===== src/rtl/edge_detector_bank.sv =====
// Multi-channel edge detector: per-channel synchroniser, glitch filter, mode-gated
// one-cycle edge pulse, sticky flag and saturating edge counter.

module edge_det_lane #(
   parameter int SYNC_STAGES = 2,
   parameter int FILT_LEN    = 3,
   parameter int CNT_W       = 8
) (
   input  logic             i_clk,
   input  logic             i_arst,
   input  logic             i_signal,
   input  logic [1:0]       i_mode,
   input  logic             i_clr,
   output logic             o_pulse_nxt,
   output logic             o_pulse,
   output logic             o_rising,
   output logic             o_level,
   output logic             o_flag,
   output logic [CNT_W-1:0] o_count
);
   localparam int FW = (FILT_LEN > 1) ? $clog2(FILT_LEN) : 1;
   localparam logic [FW-1:0] LAST = FW'(FILT_LEN - 1);

   logic [SYNC_STAGES-1:0] sync_q;
   logic [FW-1:0]          fcnt;
   logic                   sync, mismatch, accept;

   assign sync     = sync_q[SYNC_STAGES-1];
   assign mismatch = (sync != o_level);
   // With FILT_LEN = 1, LAST is 0 and fcnt never leaves 0, so any mismatch is accepted.
   assign accept   = mismatch && (fcnt == LAST);
   // bit 0 enables rising edges, bit 1 enables falling edges
   assign o_pulse_nxt = accept && (sync ? i_mode[0] : i_mode[1]);

   always_ff @(posedge i_clk or posedge i_arst) begin
      if (i_arst) begin
         sync_q   <= '0;
         fcnt     <= '0;
         o_level  <= 1'b0;
         o_pulse  <= 1'b0;
         o_rising <= 1'b0;
         o_flag   <= 1'b0;
         o_count  <= '0;
      end else begin
         sync_q  <= {sync_q[SYNC_STAGES-2:0], i_signal};
         fcnt    <= (!mismatch || accept) ? '0 : fcnt + 1'b1;
         o_pulse <= o_pulse_nxt;
         if (accept)      o_level  <= sync;
         if (o_pulse_nxt) o_rising <= sync;
         if (o_pulse_nxt)  o_flag <= 1'b1;
         else if (i_clr)   o_flag <= 1'b0;
         // clear with a coincident edge counts that edge
         if (i_clr)                            o_count <= CNT_W'(o_pulse_nxt);
         else if (o_pulse_nxt && o_count != '1) o_count <= o_count + 1'b1;
      end
   end
endmodule

module edge_detector_bank #(
   parameter int N_CH        = 4,
   parameter int SYNC_STAGES = 2,
   parameter int FILT_LEN    = 3,
   parameter int CNT_W       = 8
) (
   input  logic                  i_clk,
   input  logic                  i_arst,
   input  logic [N_CH-1:0]       i_signal,
   input  logic [2*N_CH-1:0]     i_mode,
   input  logic [N_CH-1:0]       i_clr,
   output logic [N_CH-1:0]       o_pulse,
   output logic [N_CH-1:0]       o_rising,
   output logic [N_CH-1:0]       o_level,
   output logic [N_CH-1:0]       o_flag,
   output logic                  o_any,
   output logic [N_CH*CNT_W-1:0] o_count
);
   logic [N_CH-1:0] pulse_nxt;

   for (genvar c = 0; c < N_CH; c++) begin : g_lane
      edge_det_lane #(
         .SYNC_STAGES(SYNC_STAGES),
         .FILT_LEN   (FILT_LEN),
         .CNT_W      (CNT_W)
      ) u_lane (
         .i_clk      (i_clk),
         .i_arst     (i_arst),
         .i_signal   (i_signal[c]),
         .i_mode     (i_mode[2*c +: 2]),
         .i_clr      (i_clr[c]),
         .o_pulse_nxt(pulse_nxt[c]),
         .o_pulse    (o_pulse[c]),
         .o_rising   (o_rising[c]),
         .o_level    (o_level[c]),
         .o_flag     (o_flag[c]),
         .o_count    (o_count[c*CNT_W +: CNT_W])
      );
   end

   always_ff @(posedge i_clk or posedge i_arst) begin
      if (i_arst) o_any <= 1'b0;
      else        o_any <= |pulse_nxt;
   end
endmodule


===== config.mk =====
export PLATFORM = sky130hd
export DESIGN_NAME = edge_detector_bank
export DESIGN_NICKNAME = d
export VERILOG_FILES = /design/src/rtl/edge_detector_bank.sv
export SDC_FILE = /design/constraint.sdc
export NUM_CORES = 1
export LEC_CHECK = 0
export ABC_AREA = 1
export CAP_MARGIN = 20
export CORE_AREA = 4 4 93 95
export CTS_CLUSTER_SIZE = 30
export DETAILED_ROUTE_END_ITERATION = 10
export DIE_AREA = 0 0 97 99
export GPL_TIMING_DRIVEN = 0
export PLACE_DENSITY = 0.76
export SYNTH_ARGS = -nofsm -noshare
export SYNTH_HDL_FRONTEND = slang
export SYNTH_SLANG_ARGS = --single-unit

===== constraint.sdc =====
create_clock -name i_clk -period 1.83 [get_ports i_clk]
set_input_delay 0.183 -clock i_clk [delete_from_list [all_inputs] [get_ports i_clk]]
set_output_delay 0.183 -clock i_clk [all_outputs]
set_load 0.005 [all_outputs]

Word-level counts from Yosys, hierarchy flattened
Index checks and enable logic that the tools add are counted.
- output and inout bits: 49
- flip-flop bits (word level): 65
- input port bits: 18
- logic and storage cells: 102
- reduce and logical (&&, ||, !) cells: 29
- $add $sub $neg: 8
- equal/unequal tests: 12
- multiplexer cells: 24
- operators with widths (cell ; number):
    $mux 8 ; 8
    $add 8x1->8 const B ; 4
    $ne 8x8->1 const B ; 4
    $reduce_bool 2->1 ; 8
    $logic_and 1x1->1 ; 12
    $mux 1 ; 12
    $add 2x1->2 const B ; 4
    $eq 2x2->1 const B ; 4
    $mux 2 ; 4
    $logic_not 1->1 ; 4
    $logic_or 1x1->1 ; 4
    $ne 1x1->1 ; 4
    $reduce_or 4->1 ; 1

Depth between registers and ports, before layout
Gate-level depths: netlist of the first run.
- depth in word-level cells: 6
- gate-level depth with buffers: 8
- mapped depth without buffers: 8

Modules after synthesis
Synthesis of the first run repeated with hierarchy kept, for this count alone.
- cells, all modules: 453
- area total of the unflattened synthesis: 3563.4 sq um
- by module, submodules not included (module ; seq. area each (sq um) ; area an instance (sq um) ; cells each ; instances):
    edge_det_lane ; 400.4 ; 880.8 ; 112 ; 4
    edge_detector_bank ; 25.0 ; 40.0 ; 5 ; 1

Worst setup path after synthesis of the first run
No wires, ideal clock.
- kind: reg-to-reg
- start point: register g_lane[3].u_lane.o_count[0]
- end point: register g_lane[3].u_lane.o_count[4]
- library setup time: 0.117 ns
- cell stages (with the launch flop): 9
- arrival time: 1.169 ns
- period minus slack after synthesis: 1.286 ns
- setup slack: 0.544 ns
- data required time: 1.713 ns
- path through: dfrtp_1 -> ha_1 -> nand2_1 -> nor2_1 -> nand2_1 -> nand3_4 -> nand2_4 -> nand2_1 -> nand2_1
- word-level cells in the longest chain between the ends: 3
- elaborated cells on any way between the ends: 6
- RTL lines (item ; line ; text):
    start: declaration ; 19 ; output logic [CNT_W-1:0] o_count
    start signal: assignment ; 53 ; if (i_clr) o_count <= CNT_W'(o_pulse_nxt);
    start signal: assignment ; 54 ; else if (o_pulse_nxt && o_count != '1) o_count <= o_count + 1'b1;
    $add 8x1->8 or $ne 8x8->1 (tied branches) ; 54 ;
    $mux 8 or $logic_and 1x1->1 (tied branches) ; 54 ;
    $mux 8 or $reduce_bool 2->1 (tied branches) ; n/a ;
Parallel ways exist; a longest one is shown, timed or not. The select of a mux whose other input is x is not followed.
A chain may end at the register's enable or synchronous reset.

Worst setup path in the final report of the first run
- start point: register g_lane[0].u_lane.o_count[2]
- end point: output o_count[2]
- RTL lines (item ; line ; text):
    start: declaration ; 19 ;
    start signal: assignment ; 53 ;
    start signal: assignment ; 54 ;
    end: declaration ; 75 ; output logic [N_CH*CNT_W-1:0] o_count
No word-level cell between the ends.

==> summary.md, run 1 <==
| Metric | Value |
|---|---|
| Final-layout fill cell count | `697` |
| Critical path peak fanout | `6` |
| CTS Hold Bufs | `0` |
| Worst path top cell family by delay | `buffers and inverters` |
| Via count | `3,102` |
| Syn Area/Cell | `7.90 um^2` |
| Fin nets | `558` |
| Syn_nets | `480` |
| ANT cells | `0` |
| RSZ-0062 raised after global routing | `no` |
| Post-Route WL | `7.34 mm` |
| Slew margin rel. | `55.4%` |
| DRC Markers | `0` |
| Post-DP HPWL | `5.41 mm` |
| Syn Inst Count | `454` |
| I/O pin count | `67` |
| Initial core utilization | `46.4%` |
| Kind of end point of the critical path | `output pin` |
| Reg power frac | `44.8%` |
| Worst skew pair latency | `330 ps` |
| Clk pwr share | `24.9%` |
| Switching share of power | `30.9%` |
| Reg clk slew, reported paths | `60 ps` |
| First-pass GRT wire length | `12.8 mm` |
| Synth Cell Area | `3590 um^2` |
| Core area | `7730 um^2` |
| Largest cells by area after synthesis | `dfrtp_1 45%, nand2_1 16%, nand3_1 8.1%` |
| Max-Cap Viols | `0` |
| Clock Sinks | `65` |
| Critical Path AT | `1350 ps` |
| Period utilization | `84.0%` |
| GRT Total Usage | `16.0%` |
| GPL Wtd Cong | `0.868` |
| NetSw | `0.00125 W` |
| Clock skew | `10.1 ps` |
| Setup bufs post-CTS | `0` |
| Crit path max-delay cell type | `clkdlybuf4s50_1` |
| GR Overflow Total | `0` |
| Cell Rows | `32` |
| Startpoint Class | `register` |
| Sequential fraction of the synthesis area | `45.3%` |
| Highest clock rate | `0.651 GHz` |
| Yosys cell types | `28` |
| YS warnings | `0` |
| Htree depth | `3` |
| Vias per cell | `4.88` |
| Final Max Slew Viols | `0` |
| Worst hold slack | `275 ps` |
| Resized cells post-CTS | `0` |
| Synth top area share | `45.3%` |
| FF-to-FF Start | `g_lane[3].u_lane.o_count[0]` |
| Initial antenna violation count | `0` |
| Reg2reg setup slack | `390 ps` |
| Layout cells sized above 1 | `12.0%` |
| Die area | `9600 um^2` |
| CP peak stage delay | `550 ps` |
| Fin crit period | `1540 ps` |
| Maximum clock path buffer count | `2` |
| Syn-to-layout area delta | `26.7%` |
| Setup Crit Path Kind | `reg2out` |
| DRT antenna net count | `0` |
| First-iteration detailed-routing DRC count | `89` |
| Drt first pass iters | `4` |
| Least-Margin Pin Slew | `668 ps` |
| CTS tree | `yes` |
| Worst vdd ir | `0.000355 V` |
| Hold crit path type | `in2async` |
| Largest net degree at the start of global routing | `36` |
| Cell-internal power | `0.00278 W` |
| TritonCTS buffer count | `9` |
| Final hold violation count | `0` |
| Number of synthesized register bits | `65` |
| Die X | `97 um` |
| Leak | `2.26 nW` |
| Worst path required time | `1650 ps` |
| Pwr per Cell Area | `885 nW/um^2` |
| Critical path buffers and inverters | `1` |
| Largest area contributor in the netlist | `dfrtp_1` |
| Vias in the first global route | `2,937` |
| Fin Setup TNS | `0 ps` |
| Drt wl/cell | `11.5 um` |
| Crit Reg-Reg Endpoint | `g_lane[3].u_lane.o_count[0]` |
| Worst-path cell chain | `clkdlybuf4s50_1` |
| Combinational power share | `30.2%` |
| Worst reg-to-reg path cell count | `8` |
| Final setup vio count | `0` |
| Status | `completed` |
| Die H | `99 um` |
| Root Buffer | `clkbuf_8` |
| # port buffers | `66` |
## worst max path at each step
stage	start	to	slack, ps	cells past startpoint
4_1_cts	g_lane[0].u_lane.o_count[2]	o_count[2]	270	1
6_report	g_lane[0].u_lane.o_count[2]	o_count[2]	290	1
5_1_grt	g_lane[3].u_lane.o_count[0]	g_lane[3].u_lane.o_count[0]	230	8
2_1_floorplan	i_arst	g_lane[0].u_lane.fcnt[0]	20	1
3_3_place_gp	i_arst	g_lane[1].u_lane.o_pulse	-1140	2
3_5_place_dp	i_clr[1]	g_lane[1].u_lane.o_count[1]	280	5
## cell type report
class | instances | area (um^2) | area share (%)
well taps | 102 | 128 | 2.81
multi-input cells | 323 | 1640 | 36.2
flip-flops and latches | 65 | 1630 | 35.8
clock inverters | 1 | 5.00 | 0.110
clock buffers | 12 | 145 | 3.19
inverters | 46 | 173 | 3.80
plain buffers | 20 | 145 | 3.19
repair buffers | 67 | 681 | 15.0
## registers in the layout (all words and copies together), names as in the netlist
signal                  cells
g_lane.u_lane.o_count      32
g_lane.u_lane.fcnt          8
g_lane.u_lane.sync_q        8
g_lane.u_lane.o_flag        4
g_lane.u_lane.o_level       4
g_lane.u_lane.o_pulse       4
g_lane.u_lane.o_rising      4
o_any                       1
## cell usage in the layout, fill, tap and decap left out, types with 4 or more instances in the layout
cell type / n
nor2_4: 5
a21oi_1: 4
nand3_4: 7
nand2_2: 6
inv_1: 41
nand2_4: 4
nor2_1: 49
buf_4: 16
o21ai_0: 9
clkbuf_8: 10
ha_1: 8
dfrtp_1: 65
nand2_1: 151
clkdlybuf4s50_1: 66
inv_2: 5
xor2_1: 6
nand3_1: 58
## cell usage after synthesis (all sizes together)
| cell | n |
|---|---|
| nand3b | 1 |
| inv | 46 |
| xnor2 | 3 |
| nand4 | 1 |
| xor2 | 6 |
| buf | 19 |
| o22ai | 2 |
| dfrtp | 65 |
| or2 | 2 |
| o21ai | 9 |
| ha | 8 |
| clkbuf | 1 |
| nor3b | 1 |
| nand2 | 161 |
| a21oi | 4 |
| nor3 | 1 |
| o21a | 1 |
| nand3 | 65 |
| nor2 | 58 |
## stage by stage
step	util (%)	instances	worst slack [ps]	area, um^2	power, W
finish	58.8	636	293	4550	0.00403
CTS	58.8	636	270	4550	0.00410
global route	58.8	636	234	4550	0.00432
global placement	56.6	622	-1140	4380	0.00301
floorplan	-	454	20.5	3590	0.00259
detailed placement	56.9	623	279	4400	0.00308
## logic make-up after synthesis
family	share of synthesized area, %
xor+xnor	2.20
flops	45.3
buf+inv	8.86
simple gates	38.5
fa+ha+maj	2.79
compound gates	2.37
## routing by layer
layer	routed length, um	share of wire (%)	GRT usage [%]	up-vias
met3	306	4.2	3.11	9
li1	-	-	-	1570
met2	3630	49	27.5	80
met1	3320	45	19.6	1443
met4	85	1.2	7.13	0
met5	0	0	0	-
## power groups by stage
stage          Combinational [W]  Sequential, W  Clock [W]
2_1_floorplan           0.000795        0.00180          0
3_3_place_gp             0.00119        0.00182          0
3_5_place_dp             0.00124        0.00183          0
4_1_cts                  0.00125        0.00181    0.00104
5_1_grt                  0.00137        0.00184    0.00111
6_report                 0.00122        0.00180    0.00100
Power figures use the tool's default switching activity.
==> inputs of run 2 (changes only) <==
Settings changed: CORE_AREA 4 4 93 95 to 4 4 89 91, DIE_AREA 0 0 97 99 to 0 0 93 95, PLACE_DENSITY 0.76 to 0.79.
Clock period 1.83 ns to 1.56 ns, I/O delays scaled along.
==> summary.md, run 2 (synthesis gave the netlist of run 1 again) <==
| Metric | Value |
|---|---|
| Final setup vio count | `0 (unchanged)` |
| RSZ-0062 raised after global routing | `no (unchanged)` |
| Layout cells sized above 1 | `14.3% (was 12.0%)` |
| Most common cell after layout, fill and taps aside | `nand2_1 (unchanged)` |
| Root Buffer | `clkbuf_8 (unchanged)` |
| Slew margin rel. | `41.3% (was 55.4%)` |
| Critical path peak fanout | `7 (was 6)` |
| Period utilization | `96.3%` |
| Die area | `8840 um^2 (was 9600 um^2)` |
| Clock Sinks | `65 (unchanged)` |
| Multi-input logic area | `1650 um^2 (was 1640 um^2)` |
| Worst vdd ir | `0.000655 V (was 0.000355 V)` |
| GPL Wtd Cong | `0.864 (was 0.868)` |
| Drt wl/cell | `12.3 um (was 11.5 um)` |
| Syn-to-layout area delta | `29.8% (was 26.7%)` |
| Place WS | `33.8 ps (was 279 ps)` |
| Post-Route WL | `7.86 mm (was 7.34 mm)` |
| FF-to-FF Start | `g_lane[0].u_lane.o_count[0] (was g_lane[3].u_lane.o_count[0])` |
| Core area | `7140 um^2 (was 7730 um^2)` |
| First-pass GRT wire length | `13.9 mm (was 12.8 mm)` |
| Max-Cap Viols | `0 (unchanged)` |
| Critical path buffers and inverters | `1 (unchanged)` |
| Final-layout fill cell count | `634 (was 697)` |
| Crit path to | `o_count[29] (was o_count[2])` |
| Worst reg-to-reg path cell count | `8 (unchanged)` |
| I/O pin count | `67 (unchanged)` |
| Startpoint Class | `register (unchanged)` |
| Setup Crit Path Kind | `reg2out (unchanged)` |
| Cell Rows | `31 (was 32)` |
| CTS Hold Bufs | `0 (unchanged)` |
| Beginning of the worst hold path | `i_signal[0]` |
| Critical Path AT | `1350 ps (about the same)` |
| Reg2reg setup slack | `140 ps (was 390 ps)` |
| GR Overflow Total | `0 (unchanged)` |
| Final Max Slew Viols | `0 (unchanged)` |
| Critical path origin | `g_lane[3].u_lane.o_count[5] (was g_lane[0].u_lane.o_count[2])` |
| Fin crit period | `1500 ps` |
| Highest clock rate | `0.666 GHz` |
| Crit Reg-Reg Endpoint | `g_lane[0].u_lane.o_count[0] (was g_lane[3].u_lane.o_count[0])` |
| Storage cell area | `1630 um^2 (about the same)` |
| Post-route cell area | `4660 um^2 (was 4550 um^2)` |
| Die X | `93 um (was 97 um)` |
| # port buffers | `66 (unchanged)` |
| Drt first pass iters | `4 (unchanged)` |
| Top reg by flops | `g_lane.u_lane.o_count (unchanged)` |
| Worst path required time | `1400 ps (was 1650 ps)` |
| Clock skew | `12.2 ps (was 10.1 ps)` |
| Vias in the first global route | `3,214 (was 2,937)` |
| CTS tree | `yes (unchanged)` |
| Max FFs per register | `32 (unchanged)` |
| Htree depth | `3 (unchanged)` |
| Least-Margin Pin Slew | `879 ps (was 668 ps)` |
| DRC Markers | `0 (unchanged)` |
| Initial core utilization | `50.3% (was 46.4%)` |
| Fin Setup TNS | `0 ps (unchanged)` |
| Leak | `2.29 nW (was 2.26 nW)` |
| Initial antenna violation count | `0 (unchanged)` |
| Worst path top cell family by delay | `buffers and inverters (unchanged)` |
| Via count | `3,146 (was 3,102)` |
| Crit path max-delay cell type | `clkdlybuf4s50_1 (unchanged)` |
| Placed Area | `4400 um^2 (unchanged)` |
| TritonCTS buffer count | `9 (unchanged)` |
| Largest registers | `g_lane.u_lane.o_count (32), g_lane.u_lane.fcnt (8), g_lane.u_lane.sync_q (8) (unchanged)` |
| CP peak stage delay | `550 ps (about the same)` |
| DRT antenna net count | `0 (unchanged)` |
| Worst-path cell chain | `clkdlybuf4s50_1 (unchanged)` |
| ANT cells | `0 (unchanged)` |
| Fin nets | `559 (was 558)` |
| First-iteration detailed-routing DRC count | `115 (was 89)` |
| Final hold violation count | `0 (unchanged)` |
| Worst hold slack | `251 ps (was 275 ps)` |
| Post-DP HPWL | `5.65 mm (was 5.41 mm)` |
| Stages on worst setup path | `1 (unchanged)` |
| Die H | `95 um (was 99 um)` |
| Status | `completed (unchanged)` |
| Worst skew pair latency | `330 ps (about the same)` |
| Hold crit path type | `in2reg (was in2async)` |
| Final WS setup | `57.5 ps (was 293 ps)` |
| Largest net degree at the start of global routing | `40 (was 36)` |
| Kind of end point of the critical path | `output pin (unchanged)` |
| GRT Total Usage | `19.4% (was 16.0%)` |
| Reg clk slew, reported paths | `80 ps (was 60 ps)` |
| Maximum clock path buffer count | `2 (unchanged)` |
| Vias per cell | `4.94 (was 4.88)` |
| Pwr per Cell Area | `1140 nW/um^2 (was 885 nW/um^2)` |
| Commonest cells after routing, fill and taps aside | `151 x nand2_1, 66 x clkdlybuf4s50_1, 59 x dfrtp_1 (was 151 x nand2_1, 66 x clkdlybuf4s50_1, 65 x dfrtp_1)` |
==> run 2: cell types whose count changed in the layout (fill, tap and decap cells not counted), moves of 2 or more <==
| cell | change |
|---|---|
| dfrtp_2 | +6 |
| clkinvlp_4 | +3 |
| bufinv_16 | +3 |
| dfrtp_1 | -6 |
| clkbuf_1 | -2 |
==> run 2: area by class of cell <==
type                       count  area share (%)
buffer                        20            3.12
timing repair buffer          68            14.8
clock inverter                 7            2.55
multi-input combinational    323            35.4
clock buffer                   9            2.66
inverter                      46            3.79
tap                           99            2.66
sequential                    65            35.1
==> run 2: repair_timing <==
item / CTS / global route
buffers inserted: 0 / 1
resized for setup: 0 / 7
endpoints found under the setup margin: 0 / 18
==> run 2: worst min path at each step <==
| stage | endpoint | slack, ps | cells after the start |
|---|---|---|---|
| floorplan | g_lane[0].u_lane.sync_q[0] | 190 | 0 |
| global placement | g_lane[1].u_lane.sync_q[1] | 330 | 0 |
| detailed placement | g_lane[1].u_lane.sync_q[1] | 340 | 0 |
| CTS | g_lane[0].u_lane.sync_q[0] | 240 | 1 |
| global route | g_lane[0].u_lane.sync_q[0] | 250 | 1 |
| finish | g_lane[0].u_lane.sync_q[0] | 250 | 1 |
==> run 2: report_power, final <==
group          total (W)  internal [W]  switching [W]
Combinational    0.00146      0.000734       0.000725
Sequential       0.00212       0.00195       0.000176
Clock            0.00173       0.00106       0.000667
==> run 2: layer usage <==
metal  part of all wire, %  GRT usage, %  up-vias
li1                      -             -     1567
met1                    43          23.9     1490
met2                    51          33.3       82
met3                   5.0          4.22        7
met4                  0.78          7.33        0
met5                     0             0        -
==> run 2: stage by stage <==
step / util (%) / power, W / cells
global placement: 61.3 / 0.00353 / 619
detailed placement: 61.6 / 0.00361 / 620
floorplan: - / 0.00304 / 454
global route: 65.3 / 0.00566 / 637
finish: 65.3 / 0.00531 / 637
CTS: 65.0 / 0.00535 / 636
